===== src/rtl/pool_window_feeder_if.sv =====
`default_nettype none
// ============================================================================
// Module   : pool_window_feeder_if
// Brief    : Pixel-in / window-out handshake bundle for pool_window_feeder.
//            "master" is the side that supplies pixels and consumes windows;
//            "slave" is the feeder itself.
// Revision : 1.0 - initial release
// ============================================================================
interface pool_window_feeder_if #(
    parameter int DEPTH = 8,
    parameter int X     = 3,
    parameter int Y     = 3
);
    logic                   in_valid;
    logic                   in_ready;
    logic [DEPTH-1:0]       in_data;
    logic                   win_valid;
    logic                   win_ready;
    logic [DEPTH*X*Y-1:0]   win_data;
    logic                   win_last;

    modport master (
        output in_valid, in_data, win_ready,
        input  in_ready, win_valid, win_data, win_last
    );

    modport slave (
        input  in_valid, in_data, win_ready,
        output in_ready, win_valid, win_data, win_last
    );
endinterface
`default_nettype wire


===== src/rtl/pool_window_feeder.sv =====
`default_nettype none
// ============================================================================
// Module   : pool_window_feeder
// Brief    : Turns a row-major pixel stream into non-overlapping X-by-Y
//            windows for the max pooler. Y-1 rows are buffered so each window
//            is emitted in a single beat, top-left pixel in the MSBs.
// Revision : 1.0 - initial release
// ============================================================================
module pool_window_feeder #(
    parameter int DEPTH = 8,
    parameter int X     = 3,
    parameter int Y     = 3,
    parameter int IMG_W = 9,
    parameter int IMG_H = 9
) (
    input  wire logic            clk,
    input  wire logic            rst_n,
    pool_window_feeder_if.slave  bus
);

    localparam int c_NB = IMG_H / Y;
    localparam int c_CW = (IMG_W > 1) ? $clog2(IMG_W) : 1;
    localparam int c_RW = (Y > 1)     ? $clog2(Y)     : 1;
    localparam int c_BW = (c_NB > 1)  ? $clog2(c_NB)  : 1;

    localparam logic [c_CW-1:0] c_COL_MAX       = c_CW'(IMG_W - 1);
    localparam logic [c_RW-1:0] c_RIB_MAX       = c_RW'(Y - 1);
    localparam logic [c_RW-1:0] c_RIB_LAST_FILL = c_RW'((Y > 1) ? Y - 2 : 0);
    localparam logic [c_BW-1:0] c_BAND_MAX      = c_BW'(c_NB - 1);

    localparam logic [0:0] c_FILL = 1'b0;
    localparam logic [0:0] c_EMIT = 1'b1;
    localparam logic [0:0] c_STATE_RST = (Y == 1) ? c_EMIT : c_FILL;

    logic [c_CW-1:0]        r_col;
    logic [c_RW-1:0]        r_rib;
    logic [c_BW-1:0]        r_band;
    logic [0:0]             r_state;
    logic [0:0]             w_state_nxt;
    logic                   w_emit;
    logic                   w_fill_wr;

    logic                   r_win_valid;
    logic                   r_win_last;
    logic [DEPTH*X*Y-1:0]   r_win_data;
    logic [DEPTH*X*Y-1:0]   w_win;

    logic                   w_in_ready;
    logic                   w_accept;
    logic                   w_row_end;
    logic                   w_col_end_win;
    logic                   w_frame_end;
    logic                   w_win_load;

    // Only a window stuck downstream can stall the input.
    assign w_in_ready    = !r_win_valid || bus.win_ready;
    assign w_accept      = bus.in_valid && w_in_ready;
    assign w_row_end     = (r_col == c_COL_MAX);
    assign w_col_end_win = ((32'(r_col) % X) == (X - 1));
    assign w_frame_end   = w_row_end && (r_rib == c_RIB_MAX) && (r_band == c_BAND_MAX);
    assign w_win_load    = w_accept && w_emit && w_col_end_win;

    assign bus.in_ready  = w_in_ready;
    assign bus.win_valid = r_win_valid;
    assign bus.win_last  = r_win_last;
    assign bus.win_data  = r_win_data;

    // Position counters: column, row within band, band; all wrap into the next frame.
    always_ff @(posedge clk or negedge rst_n) begin
        if (!rst_n) begin
            r_col  <= '0;
            r_rib  <= '0;
            r_band <= '0;
        end else if (w_accept) begin
            if (w_row_end) begin
                r_col <= '0;
                if (r_rib == c_RIB_MAX) begin
                    r_rib  <= '0;
                    r_band <= (r_band == c_BAND_MAX) ? '0 : r_band + 1'b1;
                end else begin
                    r_rib <= r_rib + 1'b1;
                end
            end else begin
                r_col <= r_col + 1'b1;
            end
        end
    end

    // FILL/EMIT state register.
    always_ff @(posedge clk or negedge rst_n) begin
        if (!rst_n) begin
            r_state <= c_STATE_RST;
        end else begin
            r_state <= w_state_nxt;
        end
    end

    // Next state changes only at row ends: into EMIT after the last buffered row,
    // back to FILL after the bottom row of the band (never leaves EMIT when Y == 1).
    always_comb begin
        w_state_nxt = r_state;
        if (w_accept && w_row_end) begin
            if (r_state == c_FILL) begin
                if (r_rib == c_RIB_LAST_FILL) begin
                    w_state_nxt = c_EMIT;
                end
            end else if (Y > 1) begin
                w_state_nxt = c_FILL;
            end
        end
    end

    // State decode: FILL rows go to the line buffer, EMIT rows build windows.
    always_comb begin
        w_emit    = (r_state == c_EMIT);
        w_fill_wr = w_accept && (r_state == c_FILL);
    end

    generate
        if (Y > 1) begin : g_lbuf
            logic [DEPTH-1:0] r_mem [0:(Y-1)*IMG_W-1];
            logic [31:0]      w_wr_addr;
            logic [31:0]      w_base;

            assign w_wr_addr = 32'(r_rib) * IMG_W + 32'(r_col);
            // First column of the window containing r_col; stays in range for any col.
            assign w_base    = (32'(r_col) / X) * X;

            // Buffer rows 0..Y-2 of the band as they stream past.
            always_ff @(posedge clk) begin
                if (w_fill_wr) begin
                    r_mem[w_wr_addr] <= bus.in_data;
                end
            end

            for (genvar r = 0; r < Y - 1; r++) begin : g_row
                for (genvar c = 0; c < X; c++) begin : g_col
                    assign w_win[DEPTH*(X*Y-(r*X+c))-1 -: DEPTH] =
                        r_mem[r*IMG_W + w_base + c];
                end
            end
        end

        if (X > 1) begin : g_sr
            logic [DEPTH-1:0] r_sr [0:X-2];

            // Bottom-row shift register: the X-1 pixels preceding the completing one.
            always_ff @(posedge clk) begin
                if (w_accept && w_emit) begin
                    for (int j = 0; j < X - 2; j++) begin
                        r_sr[j] <= r_sr[j+1];
                    end
                    r_sr[X-2] <= bus.in_data;
                end
            end

            for (genvar c = 0; c < X - 1; c++) begin : g_bot
                assign w_win[DEPTH*(X*Y-((Y-1)*X+c))-1 -: DEPTH] = r_sr[c];
            end
        end
    endgenerate

    // The completing pixel is the bottom-right element.
    assign w_win[DEPTH-1:0] = bus.in_data;

    // Output window register: load on completion, otherwise drop once taken.
    always_ff @(posedge clk or negedge rst_n) begin
        if (!rst_n) begin
            r_win_valid <= 1'b0;
            r_win_last  <= 1'b0;
            r_win_data  <= '0;
        end else if (w_win_load) begin
            r_win_valid <= 1'b1;
            r_win_last  <= w_frame_end;
            r_win_data  <= w_win;
        end else if (bus.win_ready) begin
            r_win_valid <= 1'b0;
            r_win_last  <= 1'b0;
        end
    end

endmodule
`default_nettype wire


===== src/flat_wrapper.sv =====
// flat-port wrapper written by rule: the top's interface ports become plain ports
module pool_window_feeder_flat 
#(
    parameter int DEPTH = 8,
    parameter int X     = 3,
    parameter int Y     = 3,
    parameter int IMG_W = 9,
    parameter int IMG_H = 9
)
  (clk, rst_n, bus_in_valid, bus_in_data, bus_win_ready, bus_in_ready, bus_win_valid, bus_win_data, bus_win_last);
  pool_window_feeder_if #(.DEPTH(DEPTH), .X(X), .Y(Y)) bus_i ();
  input  wire logic clk;
  input  wire logic rst_n;
  input wire logic [$bits(bus_i.in_valid)-1:0] bus_in_valid;
  input wire logic [$bits(bus_i.in_data)-1:0] bus_in_data;
  input wire logic [$bits(bus_i.win_ready)-1:0] bus_win_ready;
  output wire logic [$bits(bus_i.in_ready)-1:0] bus_in_ready;
  output wire logic [$bits(bus_i.win_valid)-1:0] bus_win_valid;
  output wire logic [$bits(bus_i.win_data)-1:0] bus_win_data;
  output wire logic [$bits(bus_i.win_last)-1:0] bus_win_last;
  assign bus_i.in_valid = bus_in_valid;
  assign bus_i.in_data = bus_in_data;
  assign bus_i.win_ready = bus_win_ready;
  assign bus_in_ready = bus_i.in_ready;
  assign bus_win_valid = bus_i.win_valid;
  assign bus_win_data = bus_i.win_data;
  assign bus_win_last = bus_i.win_last;
  pool_window_feeder #(.DEPTH(DEPTH), .X(X), .Y(Y), .IMG_W(IMG_W), .IMG_H(IMG_H)) u_core (.clk(clk), .rst_n(rst_n), .bus(bus_i));
endmodule

===== config.mk =====
export PLATFORM = sky130hd
export DESIGN_NAME = pool_window_feeder_flat
export DESIGN_NICKNAME = d
export VERILOG_FILES = /design/src/rtl/pool_window_feeder_if.sv /design/src/rtl/pool_window_feeder.sv /design/src/flat_wrapper.sv
export SDC_FILE = /design/constraint.sdc
export NUM_CORES = 1
export LEC_CHECK = 0
export CORE_MARGIN = 4
export CORE_UTILIZATION = 25
export CTS_CLUSTER_DIAMETER = 40
export DETAILED_ROUTE_END_ITERATION = 12
export PLACE_DENSITY_LB_ADDON = 0.08
export RECOVER_POWER = 100
export SETUP_SLACK_MARGIN = 0.15
export SYNTH_ARGS = -nofsm -noshare
export SYNTH_HDL_FRONTEND = slang
export SYNTH_SLANG_ARGS = --single-unit

===== constraint.sdc =====
create_clock -name clk -period 13.8 [get_ports clk]
set_input_delay 1.38 -clock clk [delete_from_list [all_inputs] [get_ports clk]]
set_output_delay 1.38 -clock clk [all_outputs]
set_load 0.1 [all_outputs]

Yosys cells after proc, flatten, opt, wreduce, memory -nomap -nowiden
Memories as Yosys holds them, arrays and structs flattened. A register that Yosys moved wholly into a read port is not among the register bits.
Index checks and enable logic that the tools add are counted.
{"block": "totals", "ramBits": 160, "reg_bits": 83, "mem_count": 2, "word_cells": 59}
{"block": "op_classes", "n_addsub": 9, "reduce_logical": 19, "n_eq_ne": 5, "n_bitwise": 1, "div_mod_pow": 2, "multipliers": 2, "n_mux": 12}
{"memory": "u_core.g_lbuf.r_mem", "words": 18, "word_bits": 8, "read_ports": 6, "rd_ports_with_merged_regs": 6, "write_ports": 1, "line": "pool_window_feeder.sv:121", "source": "logic [DEPTH-1:0] r_mem [0:(Y-1)*IMG_W-1];"}
{"memory": "u_core.g_sr.r_sr", "words": 2, "word_bits": 8, "read_ports": 2, "rd_ports_with_merged_regs": 1, "write_ports": 2, "line": "pool_window_feeder.sv:145", "source": "logic [DEPTH-1:0] r_sr [0:X-2];"}
{"op": "$div 4x2->32 const B", "count": 1}
{"op": "$eq 32x2->1 const B", "count": 1}
{"op": "$mod 4x2->32 const B", "count": 1}
{"op": "$mul 32x2->5 const B", "count": 1}
{"op": "$add 5x1->5 const B", "count": 2}
{"op": "$add 5x2->5 const B", "count": 2}
{"op": "$mux 1", "count": 9}
{"op": "$logic_not 1->1", "count": 8}
{"op": "$logic_and 1x1->1", "count": 7}
{"op": "$add 4x5->5 const A", "count": 1}
{"op": "$add 5x4->5", "count": 1}
{"op": "$mul 2x4->5 const B", "count": 1}
{"op": "$add 2x1->2 const B", "count": 2}
{"op": "$add 4x1->4 const B", "count": 1}
{"op": "$eq 2x2->1 const B", "count": 2}
{"op": "$eq 4x4->1 const B", "count": 1}
{"op": "$mux 2", "count": 2}
{"op": "$mux 4", "count": 1}
{"op": "$reduce_and 3->1", "count": 1}
{"op": "$eq 2x1->1 const B", "count": 1}
{"op": "$reduce_and 2->1", "count": 1}
{"op": "$reduce_bool 2->1", "count": 1}
{"op": "$logic_or 1x1->1", "count": 1}
{"op": "$not 1->1", "count": 1}

Logic depth before layout (Yosys ltp)
Gate-level depths: netlist of run 1.
{"block": "depth", "ltp_word": 6, "mapped_depth": 26, "ltp_nobuf": 20}

Least setup slack after synthesis of run 1
OpenSTA, ideal clock, no wires.
{"block": "synth_timing", "path_kind": "flip-flop to flip-flop", "start": "register u_core.r_col[2]", "end": "register u_core.r_win_data[29] (netlist: u_core.bus.win_data[29]) (read register of u_core.g_lbuf.r_mem)", "synth_period_minus_slack_ps": 5883, "path_stages_with_launch": 26, "slack_ps": 7917, "t_arrival_ps": 5816, "required_ps": 13733, "path_cell_list": "dfrtp_1 buf_2 inv_1 nor2_1 ha_1 buf_2 a211oi_2 a21oi_4 xnor2_1 ha_1 a221oi_4 nand2_8 buf_4 buf_2 ha_1 inv_1 fa_1 xor2_1 buf_1 inv_1 ha_1 buf_1 clkbuf_1 mux4_2 o2bb2ai_1 o22a_1"}
{"block": "synth_between", "elab_chain_len": 4}
{"element": "start, declared", "line": "pool_window_feeder.sv:35", "source": "logic [c_CW-1:0] r_col;"}
{"element": "start signal, assigned", "line": "pool_window_feeder.sv:84", "source": "r_col <= r_col + 1'b1;"}
{"element": "$div 4x2->32", "line": "pool_window_feeder.sv:127", "source": "assign w_base = (32'(r_col) / X) * X;"}
{"element": "$mul 32x2->5", "line": "pool_window_feeder.sv:127"}
{"element": "$add 4x5->5", "line": "pool_window_feeder.sv:139", "source": "r_mem[r*IMG_W + w_base + c];"}
{"element": "$add 5x2->5", "line": "pool_window_feeder.sv:139"}
{"element": "end, declared", "line": "pool_window_feeder.sv:45", "source": "logic [DEPTH*X*Y-1:0] r_win_data;"}
Several ways; a longest one is shown, not always the timed one.
A chain may end at the register's enable or synchronous reset.

Final worst setup path of run 1
{"block": "layout_timing", "start": "register u_core.r_col[2]", "end": "register u_core.r_win_data[30] (netlist: u_core.bus.win_data[30]) (read register of u_core.g_lbuf.r_mem)"}
The elaborated chain is that of the path after synthesis.

==> results of run 1 <==
[area by class of cell]
type,count,share of cell area
clock buffer,59,0.07973
timing repair buffer,104,0.05792
inverter,16,0.003911
clock inverter,33,0.02272
multi-input combinational,641,0.3703
tap,688,0.05175
sequential,243,0.4137
[kinds of logic (layout without fill, tap and decap cells)]
group	count (synthesis)	after routing
compound gates	174	174
xor+xnor	16	16
fa+ha+maj	22	22
buf+inv	79	212
flops	243	243
mux	199	199
simple gates	230	230
[worst max-delay path: stages, from the launching register on]
cell and delay [ns]:
dfrtp_1 0.70, inv_1 0.17, nor2_1 0.12, ha_1 0.37
nand2b_2 0.15, a21oi_4 0.15, buf_4 0.50, xnor2_1 0.19
ha_1 0.26, a221oi_1 1.79, nand2_8 0.78, ha_1 0.47
inv_1 0.08, fa_1 0.17, a21boi_0 0.55, nor2_1 0.32
xnor2_1 1.50, mux2_1 0.52, o21ai_0 0.18, o22a_1 0.33
[state kept, by name (all words and copies together) (netlist names)]
name and cells:
u_core.r_band 2, u_core.r_state 1, u_core.g_lbuf.r_mem 144, u_core.bus.win_last 1, u_core.g_sr.r_sr 16, u_core.bus.win_valid 1
u_core.r_rib 2, u_core.r_col 4, u_core.bus.win_data 72
[layout by cell type, fill, tap and decap left out, types with 6 or more instances in the layout]
master         instances
clkbuf_16             51
a22oi_1                8
edfxtp_1             160
dlygate4sd3_1         84
dfrtp_1               83
o22a_1                11
inv_6                  7
buf_4                 11
xnor2_1               11
inv_1                 14
clkbuf_1              14
and3_1                10
mux2_1                 7
mux4_2               108
nand2b_1               7
clkinv_2              11
nand3_1                6
nand3b_1              11
mux2i_1               59
nor2_1                35
a221o_1                8
o21ai_0               38
ha_1                  20
o211ai_1               9
a21boi_0              13
o2bb2ai_1              7
a211oi_1               7
a2111oi_0              9
mux2_2                25
nor3_1                 6
nand2_1              126
a21oi_1               36
[through the flow]
step                  util  worst slack, ns  cells  area (um^2)  hold slack [ns]
floorplan                -            7.917    963        13400           0.4146
global placement    0.2835            6.420   1692        14990           0.4185
detailed placement  0.2835            6.257   1692        14990           0.4210
CTS                 0.3157            6.240   1784        16690           0.4345
global route        0.3147            3.400   1784        16630           0.4500
finish              0.3147            4.336   1784        16630           0.4316
[worst max path at each step]
stage	end	slack, ns
after floorplan	u_core.bus.win_data[29]	7.92
after global placement	u_core.bus.win_data[30]	6.42
after detailed placement	u_core.bus.win_data[30]	6.26
after CTS	u_core.bus.win_data[30]	6.24
after global routing	u_core.bus.win_data[30]	3.40
final	u_core.bus.win_data[30]	4.34
[metal layers]
metal  track usage  share of wire  vias to the layer above
met5             0              0                        -
met4       0.03641          0.018                        0
met3       0.03120          0.049                       52
met2        0.2386           0.45                      262
met1        0.2283           0.48                     4610
li1              -              -                     4020
==> out/results.ini, run 1 <==
[run_status]
outcome = finished with violations
violations = capacitance limit, slew limit

[sta]
setup_tns_ns = 0
rsz0062_at_grt = false
min_period_over_period = 0.6858
fmax_mhz = 105.7
timing.slew.headroom = -1.820
slew_violations = 179
hold_viol = 0
min_period_ns = 9.464
setup_viol = 0
skew_ns = 0.02332
worst_slew_pin_slew_ns = 4.231

[clocking]
cts_resized = 0
clkLatencyLatePin_ns = 0.59
cts-hold-fix-buffers = 0
cts_tree = done
cts_root_buffer = clkbuf_16
h-tree-depth = 2
cts_buffers = 49
cts.sinks = 243
clock_path_buffers = 3
postCtsSetupBuffers = 0
clk_pin_slew_ns = 0.05

[min_path]
min_to = u_core.bus.win_data[22]
min_path_cells = 2
hp-class = reg -> reg
min_from = u_core.g_sr.r_sr[0][6]

[global_routing]
grt_pass1_vias = 9130
overflow = 0
grt_max_degree = 78
antenna_found_initial = 1
grtUsageTotal = 0.1558
grt_pass1_wl_mm = 65.63

[flow_run]
drv_cap = 4

[synth]
yosysMostFrequentCell = edfxtp_1
synth_enable_flop_cells = 160
synth_commonest_cells = edfxtp_1 (160), nand2_1 (126), mux4_2 (108)
yosysTopAreaCellShare = 0.3585
synth.top_cells.by_area = edfxtp_1 (36%), mux4_2 (18%), dfrtp_1 (15%)
yosysWarnings = 0
ys.flop_type = edfxtp_1
synth_top_family_by_area = multiplexers
syn_inst = 963
synth-seq-cells = 243
syn_area_um2 = 13400
async_reset_ff_frac = 0.3416
synth.distinct_cells = 63
synth_xor_area_frac = 0.01158
synth_compound_gate_area_share = 0.09223
yosysTopAreaCell = edfxtp_1
yosysSeqAreaShare = 0.5134
synthSimpleGateAreaFrac = 0.08094
muxShareOfSynthArea = 0.2524
syn_area_per_cell_um2 = 13.92
synthAdderAreaFrac = 0.02166
postSynthNetCount = 997

[setup_path]
r2r_setup_slack_ns = 4.34
end_kind = flip-flop
crit_type = reg -> reg
arrival_ns = 9.93
rr_startpoint = u_core.r_col[2]
r2r_end = u_core.bus.win_data[30]
reg2reg_depth = 19
worst_setup_path_start_kind = flip-flop
cp_max_fo = 63
critPathLaunch = u_core.r_col[2]
worstPathRequired_ns = 14.26

[layout]
regArea_um2 = 6882
multi_input_area_um2 = 6160
syn_to_final_growth_pct = 24.11
layout.nets = 1089
drive_gt1_frac = 0.2226
fillers = 5241
antenna_cells = 0

[die]
initial_core_util = 0.2535
row_count = 84
die_h_um = 239.5
io_pins = 87
die_w_um = 239.5
die-area_um2 = 57380
fp.coreArea_um2 = 52870

[detailed_routing]
wl_per_cell_um = 24.93
initialDrtViolationCount = 631
vias = 8944
first_pass_iters = 6
wl_mm = 44.47
via_per_inst = 5.013
detail-route-antenna-nets = 0
drc = 0

[placed_design]
place_hpwl_mm = 31.85
portBuffers = 86
gp_congestion = 0.8129

Power of run 1 is left out: the tool's default activity adds up to more than one toggle a clock period on the data nets, which glitch-free logic cannot reach.
==> run 2, diff against run 1 <==
clock period = 8.7 ns   (was 13.8 ns; I/O delays follow)
==> out/results.ini, run 2 (synthesis results as in run 1) <==
[sta]
setup_viol = 0  ; unchanged
min_period_over_period = 0.8323  ; +0.1465
slew_violations = 88  ; -51%
fmax_mhz = 138.1  ; +31%
timing.slew.headroom = -1.725  ; +0.09551
rsz0062_at_grt = false
worst_slew_pin_slew_ns = 4.087  ; -0.1433 ns
min_period_ns = 7.241  ; -2.223 ns
setup_tns_ns = 0  ; unchanged
hold_viol = 0  ; unchanged
skew_ns = 0.02314  ; -0.0001818 ns
holdWs_ns = 0.4328  ; +0.001135 ns
layout_setup_ws_ns = 1.459  ; -2.877 ns

[layout]
layout_commonest_cell = edfxtp_1
fillers = 5254  ; +0.25%
syn_to_final_growth_pct = 23.22
fin_util = 0.3124  ; -0.002272
mostFrequentLayoutCells = edfxtp_1 (160), nand2_1 (126), mux4_2 (108), dlygate4sd3_1 (84), dfrtp_1 (83)
largest_reg_flops = 144  ; unchanged
regMostFlops = u_core.g_lbuf.r_mem
antenna_cells = 0  ; unchanged
drive_gt1_frac = 0.2161  ; -0.006511
regArea_um2 = 6882  ; unchanged
multi_input_area_um2 = 6158  ; about the same
layout.nets = 1087  ; -0.18%

[detailed_routing]
initialDrtViolationCount = 592  ; -6.2%
first_pass_iters = 5  ; -1
detail-route-antenna-nets = 0  ; unchanged
wl_per_cell_um = 25.18  ; +1.0%
drc = 0  ; unchanged
vias = 8942  ; -0.022%
via_per_inst = 5.024  ; +0.20%
wl_mm = 44.82  ; +0.78%

[clocking]
cts_root_buffer = clkbuf_16
clock_path_buffers = 3  ; unchanged
postCtsSetupBuffers = 0  ; unchanged
cts.sinks = 243  ; unchanged
cts_tree = done
clkLatencyLatePin_ns = 0.58  ; about the same
h-tree-depth = 2  ; unchanged
cts_buffers = 47  ; -4.1%
cts_resized = 0  ; unchanged
clk_pin_slew_ns = 0.05  ; about the same
cts-hold-fix-buffers = 0  ; unchanged

[placed_design]
gp_congestion = 0.8054  ; -0.92%
place_hpwl_mm = 32.69  ; +2.6%
portBuffers = 86  ; unchanged
pre_cts_slack_ns = 2.036  ; -4.220 ns

[die]
fp.coreArea_um2 = 52870  ; unchanged
initial_core_util = 0.2535  ; unchanged
die_w_um = 239.5  ; unchanged
io_pins = 87  ; unchanged
die-area_um2 = 57380  ; unchanged
die_h_um = 239.5  ; unchanged
row_count = 84  ; unchanged

[setup_path]
end_kind = flip-flop
path_cells = inv_1 > nor2_1 > ha_1 > nand2b_2 > a21oi_1 > buf_4 > inv_4 > o22a_1 > nand2_8 > ha_1 > inv_1 > fa_1 > inv_1 > ha_1 > inv_1 > a21oi_1 > xnor2_1 > mux2_2 > nand2b_1 > a32o_1
worstPathRequired_ns = 9.14  ; -5.12 ns
worst_setup_path_start_kind = flip-flop
cpMaxStageDelayCell = xnor2_1
arrival_ns = 7.69  ; -2.24 ns
cp_max_fo = 38  ; -40%
cpMostUsedCell = inv_1
slowest_delay_ns = 1.45  ; -0.34 ns
crit_type = reg -> reg

[global_routing]
overflow = 0  ; unchanged
grt_pass1_wl_mm = 65.64  ; about the same
grt_max_degree = 78  ; unchanged
antenna_found_initial = 3  ; +2
grt_pass1_vias = 8957  ; -1.9%
grtUsageTotal = 0.1568  ; +0.001028

[flow_run]
drv_cap = 2  ; -2

[run_status]
violations = capacitance limit, slew limit
outcome = finished with violations

[min_path]
hp-class = reg -> reg

## run 2: cell count changes in the layout (fill, tap and decap cells not counted), moves of 2 or more
cell and change:
clkinv_1 +4, clkbuf_16 -3, clkinv_4 +2, inv_6 -3, clkinv_2 -4, clkinvlp_4 +2
inv_8 +2, bufinv_16 -2, clkbuf_1 -3
## run 2: area by class of cell
cell class                 instances  share of cell area
multi-input combinational        641              0.3729
sequential                       243              0.4167
inverter                          16            0.003940
clock inverter                    34             0.02008
tap                              688             0.05213
clock buffer                      54             0.07470
timing repair buffer             104             0.05955
## run 2: path summary, 6_finish.rpt
kind	start	endpoint	slack, ns	cells past startpoint
max	u_core.r_col[2]	u_core.bus.win_data[24]	1.46	20
min	u_core.g_sr.r_sr[0][1]	u_core.bus.win_data[17]	0.43	2
max reg2reg	u_core.r_col[2]	u_core.bus.win_data[24]	1.46	20
min reg2reg	u_core.g_sr.r_sr[0][1]	u_core.bus.win_data[17]	0.43	2
max in group asynchronous	rst_n	u_core.bus.win_data[18]	3.87	2
min in group asynchronous	rst_n	u_core.bus.win_data[1]	0.44	1
## run 2: layer usage
layer	up-vias	GRT usage	wire (um)
met5	-	0	0
met1	4648	0.2279	21570
met4	0	0.03975	767
met3	52	0.02821	2080
met2	234	0.2432	20410
li1	4008	-	-
## run 2: critical path: cells and delay by family (launching register included)
family / cells / cell delay [ns]
fa+ha+maj: 4 / 1.36
mux: 1 / 0.54
flops: 1 / 0.70
buf+inv: 6 / 1.17
xor+xnor: 1 / 1.45
compound gates: 4 / 1.11
simple gates: 4 / 0.78
## run 2: through the flow
stage / cells / instance area, um^2
after detailed placement: 1692 / 15000
after global placement: 1692 / 15000
after floorplan: 963 / 13400
after global routing: 1780 / 16510
final: 1780 / 16510
after CTS: 1780 / 16570
Power of run 2 is left out for the same reason.
==> run 3, diff against run 2 <==
clock period = 7.3 ns   (was 8.7 ns; I/O delays follow)
==> out/results.ini, run 3 (synthesis results as in run 1) <==
[clocking]
h-tree-depth = 2  ; unchanged
clk_pin_slew_ns = 0.06  ; about the same
clock_path_buffers = 3  ; unchanged
clkLatencyLatePin_ns = 0.59  ; about the same
postCtsSetupBuffers = 0  ; unchanged
cts_tree = done
cts_resized = 0  ; unchanged
cts_buffers = 51  ; +8.5%
cts_root_buffer = clkbuf_16
cts-hold-fix-buffers = 0  ; unchanged
cts.sinks = 243  ; unchanged

[sta]
fmax_mhz = 152.9  ; +11%
slew_violations = 65  ; -26%
min_period_ns = 6.542  ; -0.6990 ns
setup_tns_ns = 0  ; unchanged
setup_viol = 0  ; unchanged
rsz0062_at_grt = false
worst_slew_pin_slew_ns = 3.827  ; -0.2602 ns
timing.slew.headroom = -1.551  ; +0.1735
hold_viol = 0  ; unchanged
min_period_over_period = 0.8962  ; +0.06388
skew_ns = 0.03939  ; +0.01625 ns

[setup_path]
worstPathRequired_ns = 7.77  ; -1.37 ns
cpMostUsedCell = ha_1
arrival_ns = 7.01  ; -0.68 ns
path_delay_family = adder cells
worst_setup_path_start_kind = flip-flop
crit_buf_inv = 3  ; -3
crit_type = reg -> reg
path_cells = inv_1 > nor2_1 > ha_1 > nand2b_2 > a21oi_1 > xnor2_1 > ha_1 > a221oi_4 > nand2_8 > ha_1 > buf_4 > buf_4 > mux4_2 > mux4_2 > o21ai_0 > nand2_1
slowest_delay_ns = 0.94  ; -0.51 ns
cp_max_fo = 30  ; -21%
cpMaxStageDelayCell = ha_1
end_kind = flip-flop

[global_routing]
grt_pass1_wl_mm = 66.36  ; +1.1%
overflow = 0  ; unchanged
grt_pass1_vias = 9145  ; +2.1%
grt_max_degree = 65  ; -17%
antenna_found_initial = 1  ; -2
grtUsageTotal = 0.1588  ; +0.001955

[detailed_routing]
detail-route-antenna-nets = 0  ; unchanged
wl_per_cell_um = 25.45  ; +1.1%
drc = 0  ; unchanged
initialDrtViolationCount = 623  ; +5.2%
wl_mm = 45.66  ; +1.9%
first_pass_iters = 5  ; unchanged
via_per_inst = 5.000  ; -0.47%
vias = 8970  ; +0.31%

[layout]
layout.nets = 1097  ; +0.92%
largest_reg_flops = 144  ; unchanged
mostFrequentLayoutCells = edfxtp_1 (160), nand2_1 (126), mux4_2 (108), dlygate4sd3_1 (84), dfrtp_1 (83)
layout_commonest_cell = edfxtp_1
drive_gt1_frac = 0.2364  ; +0.02030
syn_to_final_growth_pct = 25.38
regMostFlops = u_core.g_lbuf.r_mem

[run_status]
outcome = finished with violations
violations = capacitance limit, slew limit

[die]
initial_core_util = 0.2535  ; unchanged
die_w_um = 239.5  ; unchanged
row_count = 84  ; unchanged
fp.coreArea_um2 = 52870  ; unchanged
io_pins = 87  ; unchanged
die-area_um2 = 57380  ; unchanged
die_h_um = 239.5  ; unchanged

[placed_design]
gp_congestion = 0.8002  ; -0.65%
portBuffers = 86  ; unchanged
place_hpwl_mm = 33.57  ; +2.7%

[flow_run]
drv_cap = 1  ; -1

[min_path]
hp-class = in -> async

run 3: cell types whose count changed in the layout (fill, tap and decap cells not counted), moves of 3 or more:
cell       change
clkinv_8       +3
clkbuf_8       +3
buf_4          +8
inv_8          +3
clkbuf_1       -4
mux2_2         +5
inv_6          +3
mux2_1         -5
clkbuf_16      +3
clkinv_1       -3
bufinv_16      +4
run 3: final timing paths:
path                                         from  slack [ns]  depth (start not counted)                       to
setup / recovery                  u_core.r_col[2]        0.76                         16  u_core.bus.win_data[53]
hold / removal                              rst_n        0.41                          1  u_core.bus.win_data[25]
setup reg to reg                  u_core.r_col[2]        0.76                         16  u_core.bus.win_data[53]
hold reg to reg            u_core.g_sr.r_sr[0][0]        0.44                          2  u_core.bus.win_data[16]
max in group asynchronous                   rst_n        2.68                          2  u_core.bus.win_data[71]
min in group clk           u_core.g_sr.r_sr[0][0]        0.44                          2  u_core.bus.win_data[16]
run 3: through the flow:
step / cell area [um^2] / cells / hold WS [ns] / util / setup WS [ns]
after floorplan: 13400 / 963 / 0.4146 / - / 1.417
after global placement: 15030 / 1698 / 0.4200 / 0.2843 / 0.9670
after detailed placement: 15030 / 1698 / 0.4227 / 0.2843 / 1.018
after CTS: 16830 / 1792 / 0.03914 / 0.3184 / 0.9994
after global routing: 16800 / 1792 / 0.4574 / 0.3178 / 0.2984
final: 16800 / 1794 / 0.4079 / 0.3179 / 0.7577
run 3: final cells by class:
cell class | count | area [um^2]
Clock inverter | 37 | 465.4
Fill cell | 5240 | 36060
Multi-Input combinational cell | 641 | 6168
Tap cell | 688 | 860.8
Inverter | 16 | 65.06
Clock buffer | 57 | 1339
Sequential cell | 243 | 6882
Timing Repair Buffer | 110 | 1020
Antenna cell | 2 | 5.005
run 3: routing by layer:
metal  vias up  share of wire  track usage
li1       4034              -            -
met1      4646           0.47       0.2293
met2       233           0.45       0.2445
met3        57          0.053      0.03212
met4         0          0.018      0.04186
met5         -              0            0
Power of run 3 is left out for the same reason.
